==> src/rtl/serial_addsub_unit.sv <==
// rtl/serial_addsub_unit.sv - digit-serial signed adder/subtractor with start/done handshake
// Optional macro SATURATE_EN clamps Sum on signed overflow.
module serial_addsub_unit #(
  parameter int WIDTH = 16,
  parameter int DIGIT = 4
) (
  input  logic             clk,
  input  logic             reset,
  input  logic             start,
  input  logic [WIDTH-1:0] A,
  input  logic [WIDTH-1:0] B,
  input  logic             Opcode,
  output logic             busy,
  output logic             done,
  output logic [WIDTH-1:0] Sum,
  output logic             Carry,
  output logic             Overflow
);

  localparam int N     = WIDTH / DIGIT;
  localparam int CNT_W = (N > 1) ? $clog2(N) : 1;

  generate
    if (WIDTH % DIGIT != 0) begin : g_bad_digit
      $error("serial_addsub_unit: WIDTH must be a multiple of DIGIT");
    end
  endgenerate

  typedef enum logic [1:0] {IDLE, RUN, DONE} state_t;

  state_t             state_q, state_d;
  logic [WIDTH-1:0]   a_q, a_d, b_q, b_d, acc_q, acc_d, sum_q, sum_d;
  logic [CNT_W-1:0]   cnt_q, cnt_d;
  logic               cy_q, cy_d, busy_q, busy_d, done_q, done_d;
  logic               carry_q, carry_d, ovf_q, ovf_d;

  logic [DIGIT:0]     dig_sum;
  logic               msb_cin;
  logic [WIDTH-1:0]   acc_shift;

  always_comb begin
    dig_sum   = ({1'b0, a_q[DIGIT-1:0]} + {1'b0, b_q[DIGIT-1:0]}) + {{DIGIT{1'b0}}, cy_q};
    // Carry into the digit MSB recovered from the sum bit and the two operand bits.
    msb_cin   = dig_sum[DIGIT-1] ^ a_q[DIGIT-1] ^ b_q[DIGIT-1];
    acc_shift = (acc_q >> DIGIT) | (WIDTH'(dig_sum[DIGIT-1:0]) << (WIDTH - DIGIT));

    state_d = state_q;
    a_d     = a_q;
    b_d     = b_q;
    acc_d   = acc_q;
    cnt_d   = cnt_q;
    cy_d    = cy_q;
    busy_d  = busy_q;
    done_d  = 1'b0;
    sum_d   = sum_q;
    carry_d = carry_q;
    ovf_d   = ovf_q;

    case (state_q)
      RUN: begin
        a_d   = a_q >> DIGIT;
        b_d   = b_q >> DIGIT;
        cy_d  = dig_sum[DIGIT];
        acc_d = acc_shift;
        cnt_d = cnt_q + CNT_W'(1);
        if (cnt_q == CNT_W'(N - 1)) begin
          state_d = DONE;
          busy_d  = 1'b0;
          done_d  = 1'b1;
          sum_d   = acc_shift;
          carry_d = dig_sum[DIGIT];
          ovf_d   = dig_sum[DIGIT] ^ msb_cin;
`ifdef SATURATE_EN
          // a_q now holds the top digit of A, whose MSB is the sign of the true result.
          if (dig_sum[DIGIT] ^ msb_cin) begin
            sum_d = a_q[DIGIT-1] ? {1'b1, {(WIDTH-1){1'b0}}} : {1'b0, {(WIDTH-1){1'b1}}};
          end
`endif
        end
      end
      default: begin
        state_d = IDLE;
        if (start) begin
          state_d = RUN;
          a_d     = A;
          b_d     = B ^ {WIDTH{Opcode}};
          cy_d    = Opcode;
          cnt_d   = '0;
          acc_d   = '0;
          busy_d  = 1'b1;
        end
      end
    endcase
  end

  always_ff @(posedge clk) begin
    if (reset) begin
      state_q <= IDLE;
      a_q     <= '0;
      b_q     <= '0;
      acc_q   <= '0;
      cnt_q   <= '0;
      cy_q    <= 1'b0;
      busy_q  <= 1'b0;
      done_q  <= 1'b0;
      sum_q   <= '0;
      carry_q <= 1'b0;
      ovf_q   <= 1'b0;
    end else begin
      state_q <= state_d;
      a_q     <= a_d;
      b_q     <= b_d;
      acc_q   <= acc_d;
      cnt_q   <= cnt_d;
      cy_q    <= cy_d;
      busy_q  <= busy_d;
      done_q  <= done_d;
      sum_q   <= sum_d;
      carry_q <= carry_d;
      ovf_q   <= ovf_d;
    end
  end

  assign busy     = busy_q;
  assign done     = done_q;
  assign Sum      = sum_q;
  assign Carry    = carry_q;
  assign Overflow = ovf_q;

endmodule

==> config.mk <==
export PLATFORM = sky130hd
export DESIGN_NAME = serial_addsub_unit
export DESIGN_NICKNAME = d
export VERILOG_FILES = /design/src/rtl/serial_addsub_unit.sv
export SDC_FILE = /design/constraint.sdc
export NUM_CORES = 1
export LEC_CHECK = 0
export CAP_MARGIN = 20
export CORE_MARGIN = 4
export CORE_UTILIZATION = 30
export DETAILED_ROUTE_END_ITERATION = 8
export DONT_BUFFER_PORTS = 1
export PLACE_DENSITY = 0.55
export RECOVER_POWER = 25
export SLEW_MARGIN = 20
export SYNTH_ARGS = -nofsm -noshare
export SYNTH_HDL_FRONTEND = slang
export SYNTH_SLANG_ARGS = --single-unit
==> constraint.sdc <==
create_clock -name clk -period 4.2 [get_ports clk]
set_input_delay 0.84 -clock clk [delete_from_list [all_inputs] [get_ports clk]]
set_output_delay 0.84 -clock clk [all_outputs]
set_load 0.01 [all_outputs]
==> results.md, run 1 <==
* Global-route wire length before repair at 10500 microns
* CP required at 4.46 ns
* Startpoint types: flop
* Antenna diodes at 0
* Die H at 109 microns
* Via density at 4.76
* RSZ-0062 raised after global routing: false
* Io pins at 56
* Busiest grt layer: met2
* Initial antenna violation count at 0
* Slew Limit Fails at 0
* Total number of yosys warnings at 0
* Mapped Nets at 384
* Grt met1 use at 13.8%
* Mapped Cells at 342
* Initial Util at 31.1%
* Clk_skew at 0.00548 ns
* Min Hold Slack at 0.446 ns
* Pleak at 1.24 nW
* Max Cap Violations at 0
* Worst hold stages at 2
* Post-synth EDFFs at 0
* Worst hold start: acc_q[4]
* Initial DRC Count at 104
* Drc violations at 0
* Worst VDD drop at 0.173 mV
* TritonCTS buffer count at 9
* Leading post-synthesis cells by cell area: dfxtp_1, nor2_1, a21oi_1, a211oi_1, mux2i_1
* Post-cts resize count at 0
* Relative slew slack at 4.29%
* Crit path time final at 2.29 ns
* Worst Max-Slew Pin Slew at 1.44 ns
* Postcts setup bufs at 0
* Total Wirelength at 6460 microns
* Final std cells w/o fill at 463
* Yosys cell types at 34
* Die Area at 11900 sq um
* Total GRT Usage at 11.4%
* Largest net degree at the start of global routing at 63
* Fin Setup TNS at 0 ns
* Synth top cells by count: dfxtp_1, nor2_1, a21oi_1, nand2_1, a211oi_1
* Tcrit/Tclk final at 54.4%
* WL/cell at 13.9 microns
* Hpwl dp at 4320 microns
* Final Hold Vio Count at 0
* Post-route ant nets at 0
* Hold Buf Count CTS at 0
* Crit path DAT at 2.55 ns
* Status: finished, final reports clean
* CTS Sinks at 69
* Register bit count reported by yosys at 69
* DIE WIDTH at 109 microns
* CP endpoint kind: flop
* CTS tree: done
* DR vias at 2205
* Worst-path clk slew at 0.07 ns
* Synth top area share at 45.0%
* DP Worst Slack at 2.20 ns
* Ys async rst share at 0%
* Routability cong. at 0.667
* Grt total ovfl at 0
* Dpl cells at 447
* Max Root-Sink Buffers at 2
* Worst reg2reg startpoint: state_q[1]
* Final WS setup at 1.91 ns
* # port buffers at 0
* Hold EP: Sum[0]
* Fillers at 1039
* Synth Flop Type: dfxtp_1
* Mapped cell area at 3070 sq um
* Core area at 9860 sq um
* H-tree lvl count at 3
* CP max FO at 43
* FF-to-FF path depth at 3
* Rows at 36
* Register area at 1380 sq um
* Met2 usage at 18.0%
* Design Power at 1.38 mW
* Seq/Total Area, Yosys at 45.0%
* Area Overhead vs Synth at 5.17%
* Layout net count at 367
* Avg Inst Size Synth at 8.98 sq um
* RR Endpoint: b_q[14]
* Fmax at 0.437 GHz
* Synth area leader: dfxtp_1
* Worst hold path type: reg -> reg
* Reg-to-reg slack, setup at 1.91 ns
* Layout cells sized above 1 at 8.48%
* Worst skew pair latency at 0.35 ns
* Pwr per Cell Area at 428 nW/um^2
* Vias in the first global route at 2136
* Finish-stage setup viols at 0
* Root Driver: clkbuf_8
* Crit path kind: reg -> reg
* Multi-input logic area at 1470 sq um
* M3 GR Usage at 4.74%
* First-pass DRT Iterations at 4
-- stage by stage --
stage | instance area (sq um) | util [%]
floorplan | 3070 | -
global placement | 3040 | 30.8
CTS | 3240 | 32.8
detailed placement | 3040 | 30.8
finish | 3230 | 32.7
global route | 3230 | 32.7
-- cell families (layout without fill, tap and decap cells) --
| logic type | count (synthesis) | count (layout) | synth area share (%) |
|---|---|---|---|
| and+or+nand+nor | 121 | 121 | 17.1 |
| adders and majority gates | 6 | 6 | 2.93 |
| DFF | 69 | 69 | 45.0 |
| AOI/OAI and AO/OA | 76 | 76 | 16.3 |
| xor gates and xnor gates | 21 | 21 | 6.23 |
| buffers and inverters | 32 | 20 | 7.01 |
| muxes | 17 | 17 | 5.54 |
-- state kept, by name (all words and copies together), names as in the netlist --
name / count
b_q: 16
acc_q: 12
done: 1
busy: 1
Overflow: 1
Sum: 16
cnt_q: 2
Carry: 1
a_q: 16
state_q: 2
cy_q: 1
-- where the power goes --
| part | leakage (nW) | switching (mW) | total (mW) | internal [mW] |
|---|---|---|---|---|
| Combinational | 0.572 | 0.0724 | 0.139 | 0.0661 |
| Clock | 0.106 | 0.250 | 0.539 | 0.289 |
| Sequential | 0.564 | 0.0207 | 0.706 | 0.685 |
| Total | 1.24 | 0.343 | 1.38 | 1.04 |
-- cell type report --
class / count / area share, %
flip-flops and latches: 69 / 42.8
clock inverters: 6 / 1.94
multi-input cells: 241 / 45.4
inverters: 4 / 0.465
clock buffers: 10 / 4.26
well taps: 133 / 5.15
-- cells in the final DEF (no fill, tap or decap) --
cell type  count
fa_1           2
nor3_1         3
xnor2_2        1
clkinv_4       2
xor2_1         1
mux2i_1       17
inv_1          4
a31oi_1        1
a21o_1         2
nor2_1        69
nor2b_4        1
a211oi_2       6
a211oi_1      24
nand2_2        1
a21oi_1       41
xnor2_1       19
nand2b_1       3
dfxtp_1       69
nand2_1       30
bufinv_16      1
and2_4         1
ha_1           4
a21oi_2        2
and3_1        12
nor3b_1        1
clkinv_2       3
clkbuf_8      10
-- worst max path at each step --
| stage | from | endpoint | slack (ns) |
|---|---|---|---|
| 2_1_floorplan | a_q[0] | Overflow | 2.43 |
| 3_3_place_gp | a_q[0] | Overflow | 2.22 |
| 3_5_place_dp | a_q[0] | Overflow | 2.20 |
| 4_1_cts | a_q[0] | Overflow | 2.18 |
| 5_1_grt | state_q[1] | b_q[14] | 1.52 |
| 6_report | state_q[1] | b_q[14] | 1.91 |
-- metal layers --
metal / wire length (microns) / part of all wire, %
met1: 2810 / 43
met2: 3050 / 47
met3: 512 / 7.9
met4: 91 / 1.4
met5: 0 / 0
-- critical path, cell delays in order, from the launching register on --
cell,delay (ns)
dfxtp_1,0.37
nand2b_1,1.09
nand2b_1,0.45
a211oi_1,0.28
(Power assumes the default switching activity.)
==> run 2: changes to the inputs <==
==> constraint.sdc (replaced) <==
create_clock -name clk -period 2.2 [get_ports clk]
set_input_delay 0.44 -clock clk [delete_from_list [all_inputs] [get_ports clk]]
set_output_delay 0.44 -clock clk [all_outputs]
set_load 0.01 [all_outputs]
==> run 2 against run 1 <==
Cell count increased by 0.22%. Routed wire length increased by 1.0%. Combinational power increased by 88%. Design area decreased by 0.43%. Setup slack got worse by 1.6 ns. Register-to-register slack got worse by 1.6 ns. Critical path type unchanged. Critical endpoint is now Overflow. Largest cell class unchanged. Largest power group unchanged. Highest routed layer unchanged.
==> results.md, run 2 (synthesized netlist as in run 1, its figures left out) <==
* Io pins at 56
* RSZ-0062 raised after global routing: false
* Max Cap Violations at 0
* Layout net count at 368
* Fillers at 1066
* CP max FO at 3
* Area Overhead vs Synth at 4.73%
* Largest net degree at the start of global routing at 63
* Root Driver: clkbuf_8
* Total Wirelength at 6520 microns
* CTS Sinks at 69
* Pleak at 1.23 nW
* Most frequent cells in the layout: dfxtp_1, nor2_1, a21oi_1
* Slowest CP cell: fa_1
* Antenna diodes at 0
* Sw Pwr at 0.649 mW
* DIE WIDTH at 109 microns
* Flop pwr share at 53.5%
* Sw Share at 25.8%
* CTS tree: done
* Status: finished, final reports clean
* Die H at 109 microns
* Grt total ovfl at 0
* Worst Max-Slew Pin Slew at 0.794 ns
* Crit path DAT at 2.16 ns
* Clk network pwr share at 36.1%
* Gate power share at 10.4%
* DR vias at 2218
* Pwr per Cell Area at 783 nW/um^2
* TritonCTS buffer count at 9
* End-of-flow core utilization at 32.6%
* WL/cell at 14.1 microns
* Hold Buf Count CTS at 0
* Crit path kind: reg -> reg
* Finish-stage setup viols at 0
* Clk_skew at 0.00789 ns
* First-pass DRT Iterations at 4
* Initial antenna violation count at 0
* CP required at 2.43 ns
* Crit path time final at 1.93 ns
* Relative slew slack at 47.0%
* Worst hold path type: in -> reg
* Fmax at 0.517 GHz
* Crit-path cells: fa_1 > inv_1 > fa_1 > nand2b_1 > a21oi_2 > xnor2_1 > xnor2_1 > a21o_1
* Global-route wire length before repair at 10600 microns
* Vias in the first global route at 2154
* Rows at 36
* Startpoint types: flop
* Fin Setup TNS at 0 ns
* Post-route ant nets at 0
* Multi-input logic area at 1470 sq um
* Worst-path clk slew at 0.07 ns
* Core area at 9860 sq um
* Drc violations at 0
* Total GRT Usage at 11.4%
* Post-cts resize count at 0
* Die Area at 11900 sq um
* Register area at 1380 sq um
* Via density at 4.78
* Internal cell power at 1.87 mW
* Postcts setup bufs at 0
* Worst skew pair latency at 0.34 ns
* Initial DRC Count at 93
* H-tree lvl count at 3
* CP peak stage delay at 0.40 ns
* Crit-path leading delay family: adder cells
* CP bufs+invs at 1
* Layout cells sized above 1 at 9.06%
* Max Root-Sink Buffers at 2
* Final Hold Vio Count at 0
* Routability cong. at 0.687
* # port buffers at 0
* Tcrit/Tclk final at 87.9%
* CP endpoint kind: flop
* Initial Util at 31.1%
* Worst VDD drop at 0.345 mV
* Hpwl dp at 4300 microns
* Slew Limit Fails at 0
==> run 2: cell types whose count changed in the layout (fill, tap and decap cells not counted) <==
cell and delta:
buf_4 +1, nand2b_1 -1, clkinv_4 -1, bufinv_16 -1
clkinvlp_4 +2, nand2b_2 +1
==> run 2: power by group through the flow <==
| stage | Clock [mW] | Sequential [mW] | Combinational [mW] |
|---|---|---|---|
| floorplan | 0 | 1.36 | 0.280 |
| global placement | 0 | 1.37 | 0.259 |
| detailed placement | 0 | 1.38 | 0.264 |
| CTS | 0.948 | 1.35 | 0.265 |
| global route | 0.994 | 1.35 | 0.298 |
| finish | 0.910 | 1.35 | 0.262 |
==> run 2: cell type report <==
class	count	share of cell area [%]
Clock buffer	10	4.28
Clock inverter	6	1.21
Inverter	4	0.467
Multi-Input combinational cell	241	45.7
Sequential cell	69	42.9
Tap cell	133	5.17
Timing Repair Buffer	1	0.233
==> run 2: layer usage <==
layer  wire length [microns]  GRT usage, %
met5                       0             0
met4                      96          4.01
met3                     526          4.62
met2                    2960          18.1
met1                    2940          14.1
==> run 2: final timing paths <==
| check | start | endpoint | slack [ns] | cells after the start |
|---|---|---|---|---|
| setup / recovery | a_q[0] | Overflow | 0.27 | 8 |
| hold / removal | reset | Sum[3] | 0.17 | 1 |
| setup reg to reg | a_q[0] | Overflow | 0.27 | 8 |
| hold reg to reg | acc_q[4] | Sum[0] | 0.45 | 2 |
==> run 2: stage by stage <==
stage | power [mW] | hold WS, ns | cells | instance area [sq um] | setup WS, ns
after floorplan | 1.64 | 0.427 | 342 | 3070 | 0.427
after global placement | 1.63 | 0.440 | 448 | 3050 | 0.359
after detailed placement | 1.64 | 0.442 | 448 | 3050 | 0.281
after CTS | 2.56 | 0.141 | 464 | 3220 | 0.254
after global routing | 2.64 | 0.145 | 464 | 3220 | 0.178
final | 2.52 | 0.165 | 464 | 3220 | 0.267
==> run 3: changes to the inputs <==
==> constraint.sdc (replaced) <==
create_clock -name clk -period 2.2 [get_ports clk]
set_input_delay 0.33 -clock clk [delete_from_list [all_inputs] [get_ports clk]]
set_output_delay 0.33 -clock clk [all_outputs]
set_load 0.01 [all_outputs]
==> results of run 3 <==
The final DEF is identical to that of run 2. Status: finished, final reports clean.
Among the figures that moved: hold slack 0.165 ns -> 0.0554 ns
